File: config.mk
export PLATFORM = sky130hd
export DESIGN_NAME = serial_pair_serializer
export DESIGN_NICKNAME = d
export VERILOG_FILES = /design/src/rtl/serial_pair_serializer.sv
export SDC_FILE = /design/constraint.sdc
export NUM_CORES = 1
export LEC_CHECK = 0
export ABC_AREA = 1
export CAP_MARGIN = 0
export CORE_MARGIN = 10
export CORE_UTILIZATION = 50
export DETAILED_ROUTE_END_ITERATION = 12
export GPL_TIMING_DRIVEN = 0
export MAX_ROUTING_LAYER = met4
export PLACE_DENSITY = 0.86
export SLEW_MARGIN = 20
export SYNTH_ARGS = -nofsm -noshare
export SYNTH_HDL_FRONTEND = slang
export SYNTH_SLANG_ARGS = --single-unit
File: constraint.sdc
create_clock -name clk -period 1.8 [get_ports clk]
set_clock_uncertainty 0.15 [all_clocks]
set_input_delay 0.27 -clock clk [delete_from_list [all_inputs] [get_ports clk]]
set_output_delay 0.27 -clock clk [all_outputs]
set_load 0.02 [all_outputs]
File: src/rtl/serial_pair_serializer.sv
// Serializes an (A, B) word pair MSB-first onto lock-stepped bit streams ai/bi, with frame strobes.
// Latency: first bit one cycle after accept; WIDTH bit cycles then GAP_CYCLES idle cycles.
// Backpressure: in_ready is high in IDLE, and on the last bit when GAP_CYCLES==0. Optional stall: SERIAL_STALL_EN.
module serial_pair_serializer #(
  parameter int WIDTH      = 8,
  parameter int GAP_CYCLES = 1,
  parameter int CNT_W      = 16
) (
  input  logic             clk,
  input  logic             reset,
  input  logic             in_valid,
  output logic             in_ready,
  input  logic [WIDTH-1:0] a_word,
  input  logic [WIDTH-1:0] b_word,
`ifdef SERIAL_STALL_EN
  input  logic             stall,
`endif
  output logic             ai,
  output logic             bi,
  output logic             bit_valid,
  output logic             frame_start,
  output logic             frame_last,
  output logic             busy,
  output logic [CNT_W-1:0] frames_sent
);

  localparam int CW = $clog2(WIDTH);
  localparam logic [CW-1:0] CNT_TOP  = CW'(WIDTH - 1);
  localparam logic [3:0]    GAP_LOAD = 4'((GAP_CYCLES > 0) ? GAP_CYCLES - 1 : 0);

  typedef enum logic [1:0] {IDLE, SHIFT, GAP} state_t;

  state_t           state, state_d;
  logic [WIDTH-1:0] a_sh, b_sh;
  logic [CW-1:0]    cnt;
  logic [3:0]       gcnt;
  logic             hold;
  logic             load, adv, gap_load, gap_dec, frame_done;

`ifdef SERIAL_STALL_EN
  assign hold = stall;
`else
  assign hold = 1'b0;
`endif

  // State register
  always_ff @(posedge clk) begin
    if (reset) state <= IDLE;
    else       state <= state_d;
  end

  // Next state, handshake and datapath controls
  always_comb begin
    state_d    = state;
    in_ready   = 1'b0;
    load       = 1'b0;
    adv        = 1'b0;
    gap_load   = 1'b0;
    gap_dec    = 1'b0;
    frame_done = 1'b0;
    case (state)
      IDLE: begin
        in_ready = 1'b1;
        if (in_valid) begin
          load    = 1'b1;
          state_d = SHIFT;
        end
      end
      SHIFT: begin
        if (!hold) begin
          adv = 1'b1;
          if (cnt == '0) begin
            frame_done = 1'b1;
            if (GAP_CYCLES > 0) begin
              gap_load = 1'b1;
              state_d  = GAP;
            end else begin
              // Zero-gap mode: the last bit cycle can take the next pair with no bubble
              in_ready = 1'b1;
              if (in_valid) load = 1'b1;
              else          state_d = IDLE;
            end
          end
        end
      end
      GAP: begin
        if (!hold) begin
          if (gcnt == '0) state_d = IDLE;
          else            gap_dec = 1'b1;
        end
      end
      default: state_d = IDLE;
    endcase
  end

  // Shift registers, bit counter, gap counter and frame counter
  always_ff @(posedge clk) begin
    if (reset) begin
      a_sh        <= '0;
      b_sh        <= '0;
      cnt         <= '0;
      gcnt        <= '0;
      frames_sent <= '0;
    end else begin
      if (load) begin
        a_sh <= a_word;
        b_sh <= b_word;
        cnt  <= CNT_TOP;
      end else if (adv) begin
        a_sh <= {a_sh[WIDTH-2:0], 1'b0};
        b_sh <= {b_sh[WIDTH-2:0], 1'b0};
        cnt  <= cnt - 1'b1;
      end
      if (gap_load)     gcnt <= GAP_LOAD;
      else if (gap_dec) gcnt <= gcnt - 1'b1;
      if (frame_done) frames_sent <= frames_sent + 1'b1;
    end
  end

  // Outputs decoded from registered state; a stall masks the strobes but holds ai/bi
  always_comb begin
    ai          = (state == SHIFT) & a_sh[WIDTH-1];
    bi          = (state == SHIFT) & b_sh[WIDTH-1];
    bit_valid   = (state == SHIFT) & ~hold;
    frame_start = bit_valid & (cnt == CNT_TOP);
    frame_last  = bit_valid & (cnt == '0);
    busy        = (state != IDLE);
  end

endmodule
Word level (Yosys, flattened, before mapping)

Index checks and enable logic that the tools add are counted.

Register bits: 41
Latch bits: 0
Memory bits (writable): 0
Bits in read-only memories: 0
Input bits: 19
Output and inout bits: 23
Logic and storage cells: 44
Memories: 0

$add $sub $neg: 3
$mul: 0
Div/mod/pow operators: 0
Magnitude comparators: 0
Equal/unequal tests: 6
Shift operators: 0
Multiplexer cells: 18
Bitwise operators: 4
Reductions and logical operators: 7

Operator list:

| operator                                              | number |
|---|---|
| 2-to-1 mux 8 bit                                      | 4 |
| adder 16 x 1 -> 16 bit, second input constant         | 1 |
| 2-to-1 mux 1 bit                                      | 8 |
| 2-to-1 mux 2 bit                                      | 3 |
| 2-to-1 mux 3 bit                                      | 2 |
| case mux 2 bit (3 select lines)                       | 1 |
| bitwise AND 1 bit                                     | 4 |
| logical NOT 4 bit                                     | 1 |
| inequality test 2 bit, second input constant          | 2 |
| nonzero test 2 bit                                    | 2 |
| subtractor 4 x 1 -> 4 bit, second input constant      | 1 |
| equality test 3 bit, second input constant            | 1 |
| logical NOT 3 bit                                     | 1 |
| AND reduction 3 bit                                   | 1 |
| subtractor 3 x 1 -> 3 bit, second input constant      | 1 |
| equality test 2 x 1 -> 1 bit, second input constant   | 1 |
| equality test 2 bit, second input constant            | 1 |
| logical NOT 2 bit                                     | 1 |
| inequality test 2 x 1 -> 1 bit, second input constant | 1 |
| OR reduction 2 bit                                    | 1 |

Depth between registers and ports, before layout

Depth in word-level cells: 4
Gate-level depth with buffers: 10
Depth with buffers taken out: 10

Worst setup path after synthesis

No wires, ideal clock.

Path type: flip-flop to flip-flop
Start: register cnt[0]
End: register frames_sent[9]
Arrival: 1273 ps
Required time: 1534 ps
Slack: 261 ps
Cell stages (with the launch flop): 10
Path buffers: 0
Period minus slack after synthesis: 1539 ps
Path through: dfxtp_1 -> inv_1 -> ha_1 -> inv_1 -> nor2_1 -> nand2_2 -> nor2_2 -> nand3_2 -> o21ai_0 -> nor2_1

Word-level cells in the longest chain between the ends: 3

RTL lines:

| item                           | line | text |
|---|---|---|
| start, declared                | 35   | `logic [CW-1:0] cnt;` |
| start signal, assigned         | 112  | `cnt <= cnt - 1'b1;` |
| logical NOT 3 bit              | 72   | `if (cnt == '0) begin` |
| 2-to-1 mux 1 bit (2 in series) | --   |  |
| end signal, assigned           | 116  | `if (frame_done) frames_sent <= frames_sent + 1'b1;` |
| end, declared                  | 24   | `output logic [CNT_W-1:0] frames_sent` |

Every way passes these cells.
A chain may end at the register's enable or synchronous reset.

Final worst setup path

Start: register frames_sent[10]
End: output frames_sent[10]

No word-level cell between the ends.

==> flow_summary.yaml <==
outcome:
  status: "finished, final reports clean"
sta:
  fin_hold_ws_ns: 0.3136
  max_slew_margin_pct: 66.61
  fin_setup_tns_ns: 0
  tightest_slew_ns: 0.5009
  hold_viol: 0
  maxSlewViolCount: 0
  fin_crit_ns: 1.769
  post-route-period-util_pct: 98.26
  setup_viol: 0
  max_freq_mhz: 565.4
synth:
  mappedNetlistNets: 301
  yosys_register_bits: 41
  synth_simple_gate_area_share_pct: 33.63
  synth_top_family_by_area: "simple AND/OR/NAND/NOR gates"
  avgSynthCellArea_um2: 7.010
  synthArstFlopShare_pct: 0
  synth_edf_count: 0
  yosysMostFrequentCell: "nand2_1"
  synth.area.top_cells: "dfxtp_1 42%, nand2_1 15%, nor2_1 7.9%"
  synth_xor_area_share_pct: 0.9021
  syn_inst: 277
  netlist_area_mm2: 0.001942
  synth_top_cells_by_count: "77 x nand2_1, 41 x dfxtp_1, 41 x nor2_1"
  synth.largest_area_cell: "dfxtp_1"
  ys_seq_area_share_pct: 42.27
  synth.distinct_cells: 24
  yosys_warnings: 0
  synthFlopType: "dfxtp_1"
  synth_top_area_share_pct: 42.27
  synthMuxAreaShare_pct: 0
  synthAdderAreaFrac_pct: 3.222
  synth-compound-area-share_pct: 11.34
flow_run:
  max_cap_viol_count: 0
grt:
  grt_pass1_wl_um: 7769
  use_met3_pct: 3.348
  grt_max_degree: 20
  grt_pass1_vias: 1803
  busiest_layer: "met2"
  antenna_found_initial: 0
  grt_util_met2_pct: 25.97
  grtUsageTotal_pct: 14.81
  grt-ovfl-total: 0
  grtUsageMet1_pct: 15.82
route:
  wl_per_cell_um: 12.68
  dr.pass1.iters: 4
  vias: 1910
  ant_nets: 0
  drt_wl_total_um: 4807
  viasPerCell: 5.040
  route.detailed.drc: 0
  drt_iter0_markers: 122
setup_path:
  worst_setup_path_start_kind: "flip-flop"
  path_delay_family: "buffers and inverters"
  crit_buf_inv: 1
  max_stage_delay_ns: 0.64
  required_ns: 1.38
  end_kind: "output port"
  slowest_stage: "clkdlybuf4s50_1"
  r2r_cells: 9
  worstReg2RegEnd: "frames_sent[9]$_SDFFE_PP0P_"
  worstSetupPathType: "reg -> out"
  arrival_ns: 1.35
  r2r-start: "cnt[1]$_SDFFE_PP0P_"
  cp_max_fo: 5
  cp_cell_sequence: "clkdlybuf4s50_1"
  rrSetupSlack_ns: 0.12
clock_tree:
  cts_max_path_buffers: 2
  worstSkewPairLatency_ns: 0.29
  htree_levels: 2
  tritoncts: "yes"
  cts_buffers: 5
  clkTransAtPathRegs_ns: 0.08
  cts.sinks: 41
  ctsHoldBuffers: 0
  root_buffer: "clkbuf_8"
power_and_ir_drop:
  p_int_mw: 1.378
  comb_power_share_pct: 17.9
  power.switching_mw: 0.5263
  power.share.switching_pct: 27.63
  p_leak_nw: 1.131
  ir_drop_uv: 473.2
  power_density_mw_per_mm2: 741.9
  power_mw: 1.905
  power_frac_clock_pct: 30.3
  pwr-share-seq_pct: 51.8
placement:
  place_congestion: 0.9135
  port_buffers: 41
  hpwlAfterDp_um: 3532
  dpl.cell_count: 366
  placed_cell_area_mm2: 0.002412
hold_path:
  min_path_type: "reg -> reg"
  min_delay_path_depth: 2
  holdCritStartpoint: "a_sh[0]$_SDFFE_PP0P_"
  hold_end: "a_sh[0]$_SDFFE_PP0P_"
floorplanning:
  die_w_um: 82.32
  die_h_um: 82.32
  start_util_pct: 52.26
  placementRows: 22
  core-area_mm2: 0.003716
  dieArea_mm2: 0.006777
  ios: 42
final_layout:
  antenna_cells: 0
  n_fill_cell: 312
  drive_above_1_share_pct: 11.18
  postLayoutCellArea_mm2: 0.002567
  fin_nets: 354
  final_cells: 379
  layout-area-overhead-vs-synth_pct: 32.22
[final cells by class]
| type | count | area (µm²) | area share (%) |
|---|---|---|---|
| flip-flops and latches | 41 | 823.3 | 32.07 |
| well taps | 48 | 60.06 | 2.339 |
| inverters | 35 | 131.4 | 5.117 |
| clock buffers | 8 | 80.08 | 3.119 |
| repair buffers | 47 | 457.9 | 17.84 |
| multi-input cells | 194 | 970.9 | 37.82 |
| plain buffers | 6 | 43.79 | 1.706 |
[layout by cell type (no fill, tap or decap), types with 2 or more instances in the layout]
master           count
nand2_1             76
nor2_1              40
dfxtp_1             39
inv_1               32
clkdlybuf4s50_1     30
o21ai_0             14
a31oi_1             14
a21oi_1             11
nand3_1              8
buf_4                7
clkbuf_1             6
nand4_1              6
clkbuf_8             5
nor2_4               4
ha_1                 4
dlygate4sd2_1        4
dlymetal6s2s_1       4
nand2_2              3
inv_2                3
nor2_2               2
nand3_2              2
xor2_1               2
nor3_1               2
dfxtp_2              2
[metrics by stage]
step	setup WS, ns	util (%)
final	0.03140	69.09
after global routing	-0.02597	69.09
after CTS	-0.04832	67.04
after detailed placement	-0.2919	64.92
after global placement	-0.2598	64.92
after floorplan	0.2611	-
[power by group through the flow]
stage          sequential [mW]  clock [mW]  combinational (mW)
2_1_floorplan             1.00           0               0.197
3_3_place_gp              1.00           0               0.307
6_report                 0.987       0.577               0.341
5_1_grt                  0.990       0.635               0.377
4_1_cts                  0.983       0.589               0.314
3_5_place_dp              1.00           0               0.316
[cells by family (layout without fill, tap and decap cells)]
kind of cell / Yosys count / after routing
buffers and inverters: 42 / 96
adder cells (fa/ha/maj): 5 / 5
AO/OA/AOI/OAI: 40 / 40
XOR/XNOR: 2 / 2
flip-flops: 41 / 41
AND/OR/NAND/NOR: 147 / 147
[layer usage]
| metal | up-vias | wire length [µm] |
|---|---|---|
| met3 | 9 | 239 |
| li1 | 986 | - |
| met4 | 0 | 77 |
| met1 | 873 | 2010 |
| met5 | - | 0 |
| met2 | 42 | 2480 |
[worst max path at each step]
| stage | from | to | slack (ns) | cells past startpoint |
|---|---|---|---|---|
| 3_5_place_dp | state[0]$_SDFFE_PP0P_ | bit_valid | -0.29 | 5 |
| 4_1_cts | state[1]$_SDFFE_PP0P_ | frame_start | -0.05 | 4 |
| 2_1_floorplan | cnt[0]$_SDFFE_PP0P_ | frames_sent[9]$_SDFFE_PP0P_ | 0.26 | 9 |
| 5_1_grt | state[0]$_SDFFE_PP0P_ | bit_valid | -0.03 | 4 |
| 6_report | frames_sent[10]$_SDFFE_PP0P_ | frames_sent[10] | 0.03 | 1 |
| 3_3_place_gp | state[0]$_SDFFE_PP0P_ | bit_valid | -0.26 | 5 |
[repair_timing]
item	in CTS	in global routing
endpoints found under the setup margin	7	13
cloned	0	0
pin swaps	0	4
setup buffers	0	6
gates resized for setup	16	15
[sequential cells by signal, summed over array words and instances, names as in the netlist]
name / flops
frames_sent: 16
state: 2
a_sh: 8
b_sh: 8
cnt: 3
gcnt: 4
(Power assumes the default switching activity.)
